**config.mk**
```make
export PLATFORM = sky130hd
export DESIGN_NAME = dvb_cfg_regbank
export DESIGN_NICKNAME = d
export VERILOG_FILES = /design/src/rtl/dvb_cfg_regbank.sv
export SDC_FILE = /design/constraint.sdc
export NUM_CORES = 2
export LEC_CHECK = 0
export ABC_AREA = 1
export BUFFER_PORTS_ARGS = -buffer_cell sky130_fd_sc_hd__buf_2
export CORE_MARGIN = 8
export CORE_UTILIZATION = 55
export DETAILED_ROUTE_END_ITERATION = 10
export PLACE_DENSITY = 0.81
export SETUP_SLACK_MARGIN = 0.1
export SLEW_MARGIN = 20
export SYNTH_ARGS = -nofsm -noshare
export SYNTH_HDL_FRONTEND = slang
export SYNTH_SLANG_ARGS = --single-unit
```
**constraint.sdc**
```tcl
create_clock -name clk -period 59.2 [get_ports clk]
set_input_delay 2.96 -clock clk [delete_from_list [all_inputs] [get_ports clk]]
set_output_delay 2.96 -clock clk [all_outputs]
set_load 0.005 [all_outputs]
```
**src/rtl/dvb_cfg_regbank.sv**
```systemverilog
// Double-buffered configuration register bank: the host edits a shadow bank, and the
// modulator sees an active bank that is reloaded only on a frame-aligned commit or a forced copy.
module dvb_cfg_regbank #(
   parameter int C_S_AXI_DATA_WIDTH = 32,
   parameter int OPT_MEM_ADDR_BITS  = 10,
   parameter int NUM_REGS           = 16,
   parameter logic [NUM_REGS*C_S_AXI_DATA_WIDTH-1:0] RESET_VALUES = '0
) (
   input  logic                                   clk,
   input  logic                                   rst,
   input  logic                                   wen,
   input  logic [OPT_MEM_ADDR_BITS-1:0]           waddr,
   input  logic [C_S_AXI_DATA_WIDTH-1:0]          wdata,
   input  logic [C_S_AXI_DATA_WIDTH/8-1:0]        wstrb,
   input  logic                                   ren,
   input  logic [OPT_MEM_ADDR_BITS-1:0]           raddr,
   output logic [C_S_AXI_DATA_WIDTH-1:0]          rdata,
   output logic                                   rvalid,
   input  logic                                   frame_boundary,
   output logic [NUM_REGS*C_S_AXI_DATA_WIDTH-1:0] cfg_active,
   output logic                                   cfg_update,
   output logic                                   commit_pending
);

   localparam int W  = C_S_AXI_DATA_WIDTH;
   localparam int A  = OPT_MEM_ADDR_BITS;
   localparam int NB = W / 8;
   localparam logic [A-1:0] CTRL_ADDR   = A'(NUM_REGS);
   localparam logic [A-1:0] STATUS_ADDR = A'(NUM_REGS + 1);

   logic [W-1:0]  shadow_r [NUM_REGS];
   logic [W-1:0]  active_r [NUM_REGS];
   logic          commit_pending_r;
   logic [15:0]   commit_count_r;
   logic          cfg_update_r;
   logic [W-1:0]  rdata_r;
   logic          rvalid_r;

   logic          ctrl_wr_s;
   logic          commit_req_s;
   logic          force_req_s;
   logic          copy_s;
   logic          pending_next_s;
   logic [W-1:0]  rd_mux_s;

   function automatic logic [W-1:0] byte_merge(
      input logic [W-1:0]  old_v,
      input logic [W-1:0]  new_v,
      input logic [NB-1:0] strb
   );
      logic [W-1:0] res;
      res = old_v;
      for (int b = 0; b < NB; b++) begin
         res[b*8 +: 8] = strb[b] ? new_v[b*8 +: 8] : old_v[b*8 +: 8];
      end
      return res;
   endfunction

   // Decode CTRL writes and decide the next commit state; FORCE beats COMMIT, a fresh COMMIT re-arms.
   always_comb begin
      ctrl_wr_s    = wen && (waddr == CTRL_ADDR);
      commit_req_s = ctrl_wr_s && wstrb[0] && wdata[0];
      force_req_s  = ctrl_wr_s && wstrb[0] && wdata[1];
      copy_s       = force_req_s || (frame_boundary && commit_pending_r);
      if (force_req_s) begin
         pending_next_s = 1'b0;
      end else if (commit_req_s) begin
         pending_next_s = 1'b1;
      end else if (copy_s) begin
         pending_next_s = 1'b0;
      end else begin
         pending_next_s = commit_pending_r;
      end
   end

   // Read address decode; anything not matched returns the unmapped marker.
   always_comb begin
      rd_mux_s = W'({16'hE000, 16'(raddr)});
      for (int i = 0; i < NUM_REGS; i++) begin
         rd_mux_s = (raddr == A'(i))       ? shadow_r[i] : rd_mux_s;
         rd_mux_s = (raddr == A'(256 + i)) ? active_r[i] : rd_mux_s;
      end
      rd_mux_s = (raddr == CTRL_ADDR) ? {W{1'b0}} : rd_mux_s;
      rd_mux_s = (raddr == STATUS_ADDR) ? W'({commit_count_r, 15'd0, commit_pending_r}) : rd_mux_s;
   end

   // Shadow/active banks and commit bookkeeping; the active copy samples shadow before this edge's write.
   always_ff @(posedge clk or posedge rst) begin
      if (rst) begin
         for (int i = 0; i < NUM_REGS; i++) begin
            shadow_r[i] <= RESET_VALUES[i*W +: W];
            active_r[i] <= RESET_VALUES[i*W +: W];
         end
         commit_pending_r <= 1'b0;
         commit_count_r   <= 16'd0;
         cfg_update_r     <= 1'b0;
      end else begin
         for (int i = 0; i < NUM_REGS; i++) begin
            if (wen && (waddr == A'(i))) begin
               shadow_r[i] <= byte_merge(shadow_r[i], wdata, wstrb);
            end
            if (copy_s) begin
               active_r[i] <= shadow_r[i];
            end
         end
         commit_pending_r <= pending_next_s;
         cfg_update_r     <= copy_s;
         if (copy_s) begin
            commit_count_r <= commit_count_r + 16'd1;
         end
      end
   end

   // Registered read port: one-cycle latency, data held until the next read.
   always_ff @(posedge clk or posedge rst) begin
      if (rst) begin
         rdata_r  <= {W{1'b0}};
         rvalid_r <= 1'b0;
      end else begin
         rvalid_r <= ren;
         if (ren) begin
            rdata_r <= rd_mux_s;
         end
      end
   end

   for (genvar g = 0; g < NUM_REGS; g++) begin : g_active
      assign cfg_active[g*W +: W] = active_r[g];
   end

   assign rdata          = rdata_r;
   assign rvalid         = rvalid_r;
   assign cfg_update     = cfg_update_r;
   assign commit_pending = commit_pending_r;

endmodule
```
==> out/metrics.cfg <==
[cts]
clock_path_buffers = 3
cts_max_level = 3
cts.sinks = 1075
cts_tree = done
post-cts-setup-buffers = 0
cts_buffers = 110
cts_hold_repair.buffers = 0
cts_root_buffer = clkbuf_16
cts.clk_slew.worst_paths_ns = 0.06
clk_latency_ns = 0.70
cts-resized-gates = 0

[logic_synthesis]
synth.top_cells.by_count = nand2_1, dfrtp_1, o21ai_0
synth_top_cell_area_share = 0.560
synthTopCellsByArea = dfrtp_1, nand2_1, o21ai_0
yosysMostFrequentCell = nand2_1
yosysTopAreaCell = dfrtp_1
seq_area_frac_synth = 0.560
syn-cell-area_um2 = 48000
synth-warning-count = 0
ys_types = 35
async_flop_share = 1.00
synth_edf_count = 0
synthCells = 6044
syn-num-nets = 6106
ys.flop_type = dfrtp_1
avgSynthCellArea_um2 = 7.94
ys_ff_latch = 1075

[detailed_routing]
drtPass1Iterations = 6
drt_iter0_drc = 7157
vias = 46000
drc_errors = 0
postRouteAntennaNets = 0
avgRoutedWirePerCell_um = 24.6
vias_per_cell = 5.93
finalWirelength_um = 191000

[global_route]
grt_pass1_wl_um = 280000
top_usage_layer = met2
grt_pass1_vias = 42800
antenna_found_initial = 14
grt_use_met2 = 0.521
grt_overflow_total = 0
use_met3 = 0.141
grt_usage = 0.381
use_met1 = 0.501
grt_max_degree = 195

[setup_path]
cp-start-kind = primary input
crit_type = in -> reg
crit_fanout = 24
cpPeakStageDelay_ns = 0.57
path_cells = buf_2 -> nor2_1 -> nand2_1 -> inv_1 -> nand2_1 -> nor2_1 -> nand2_1 -> inv_1 -> nand2_1 -> nand4_1 -> nor2_1 -> nand4_1 -> nand2_1 -> nand3b_1 -> nand2_1 -> nand4_1 -> nor3_1 -> nand4_1 -> nor2_1 -> nand4_1 -> nand2_1 -> a21oi_1
crit_buf_inv = 3
r2r_cells = 18
endpoint_kind = flop
path_common_cell = nand2_1
reg2reg_slack_ns = 55.46
r2r-start = cfg_active[21]
timing.rr.end = rdata[21]
crit_arrival_ns = 7.66
cp_top_family = simple AND/OR/NAND/NOR gates
worstPathRequired_ns = 59.76
cp_slowest_cell = inv_1

[layout]
fin_nets = 6557
fillers = 7234
drive_above_1_share = 0.145
area_growth_pct = 15.7
final_util = 0.641
seqCellArea_um2 = 26900
multi_input_area_um2 = 17900

[placed_design]
gp_congestion = 0.990
dp_hpwl_um = 133000
io_buffers = 607

[sta]
final.setup_skew_ns = 0.0330
rsz0062_at_grt = no
fmax_mhz = 141
drv_slew = 0
tightest_slew_ns = 1.26
setup_viol = 0
min_period_ns = 7.10
setup_tns_ns = 0
slew_headroom = 0.159
final_hold_viol_count = 0
fin_crit_sh = 0.120

[power]
ir_worst_vdd_uv = 25.3
power_density_nw_per_um2 = 28.9
p_leak_nw = 27.7

[min_path]
min_path_type = reg -> reg
hold_depth = 1
hold_start = commit_count_r[14]
holdPathEnd = commit_count_r[14]

[floorplan]
core_um2 = 86600
io_pins = 608
die_w_um = 311
die_area_um2 = 97000
rows = 108
initial_utilization = 0.554
die_h_um = 311

[job]
drv_cap = 0

[outcome]
status = finished clean

-- cell usage in the layout (no fill, tap or decap), types with 6 or more instances in the layout --
cell type	netlist	layout
clkbuf_8	0	26
nand3_1	134	134
nand3b_1	10	10
a21oi_1	99	99
nor3_1	30	30
o21ai_1	6	6
clkbuf_1	275	21
clkinv_1	3	10
nor2_4	9	9
clkinvlp_4	0	10
clkbuf_16	0	112
o22ai_1	8	8
nor2_2	8	11
o211ai_1	7	7
dfrtp_1	1075	1075
clkinv_2	0	22
nand2_2	9	8
xor2_1	15	15
buf_4	6	39
or2_2	61	61
nand2_1	2348	2348
inv_1	503	490
bufinv_16	0	10
nand4_1	151	151
o21ai_0	927	927
diode_2	0	10
inv_2	17	21
buf_2	19	607
nor2_1	289	286
-- layer usage --
metal / vias to the layer above / part of all wire
li1: 20000 / -
met5: - / 0.00019
met1: 22000 / 0.36
met2: 3384 / 0.40
met3: 629 / 0.15
met4: 6 / 0.084
-- metrics by stage --
step	cells	setup WS [ns]	hold slack, ns	total power, mW	area (um2)
floorplan	6044	25.98	0.442	0.823	48000
global placement	7536	52.00	0.454	0.879	51600
detailed placement	7536	51.88	0.464	0.881	51600
CTS	7742	52.51	0.473	1.60	55400
global route	7746	51.92	0.488	1.64	55500
finish	7754	52.10	0.475	1.60	55500
-- final cells by class --
type,instances,area share
Inverter,525,0.0361
Sequential cell,1075,0.485
Clock inverter,47,0.00971
Clock buffer,159,0.0583
Tap cell,1155,0.0260
Multi-Input combinational cell,4131,0.323
Timing Repair Buffer,652,0.0623
Antenna cell,10,0.000451
-- report_power, final --
part           internal (mW)  total [mW]  switching [mW]
Clock                  0.424       0.730           0.307
Combinational         0.0254      0.0960          0.0705
Sequential             0.755       0.776          0.0206
-- state kept, by name (all words and copies together) (netlist names) --
| signal | count |
|---|---|
| cfg_active | 512 |
| shadow_r | 512 |
| rvalid | 1 |
| commit_pending | 1 |
| cfg_update | 1 |
| rdata | 32 |
| commit_count_r | 16 |
-- worst reg2reg max path: cells and delay by family, from the launching register on --
| family | cells | cell delay [ns] |
|---|---|---|
| DFF | 1 | 0.41 |
| and+or+nand+nor | 17 | 3.14 |
| AOI/OAI and AO/OA | 1 | 0.07 |
-- logic make-up (layout without fill, tap and decap cells) --
group           Yosys count  count (layout)  share of synthesized area
simple gates           3061            3061                      0.259
fa+ha+maj                 1               1                   0.000261
flops                  1075            1075                      0.560
buf+inv                 838            1383                     0.0671
other cells               0              10                          0
compound gates         1054            1054                      0.111
xor+xnor                 15              15                    0.00274
-- how the worst max path moves through the flow --
stage	start	to	slack, ns	depth (start not counted)
global route	raddr[5]	rdata[21]	51.92	22
floorplan	rst	cfg_active[0]	25.98	1
detailed placement	raddr[4]	rdata[21]	51.88	22
CTS	raddr[4]	rdata[21]	52.51	22
global placement	raddr[4]	rdata[9]	52.00	24
finish	raddr[5]	rdata[21]	52.10	22
Note: power is estimated with default switching activity, not from simulation.
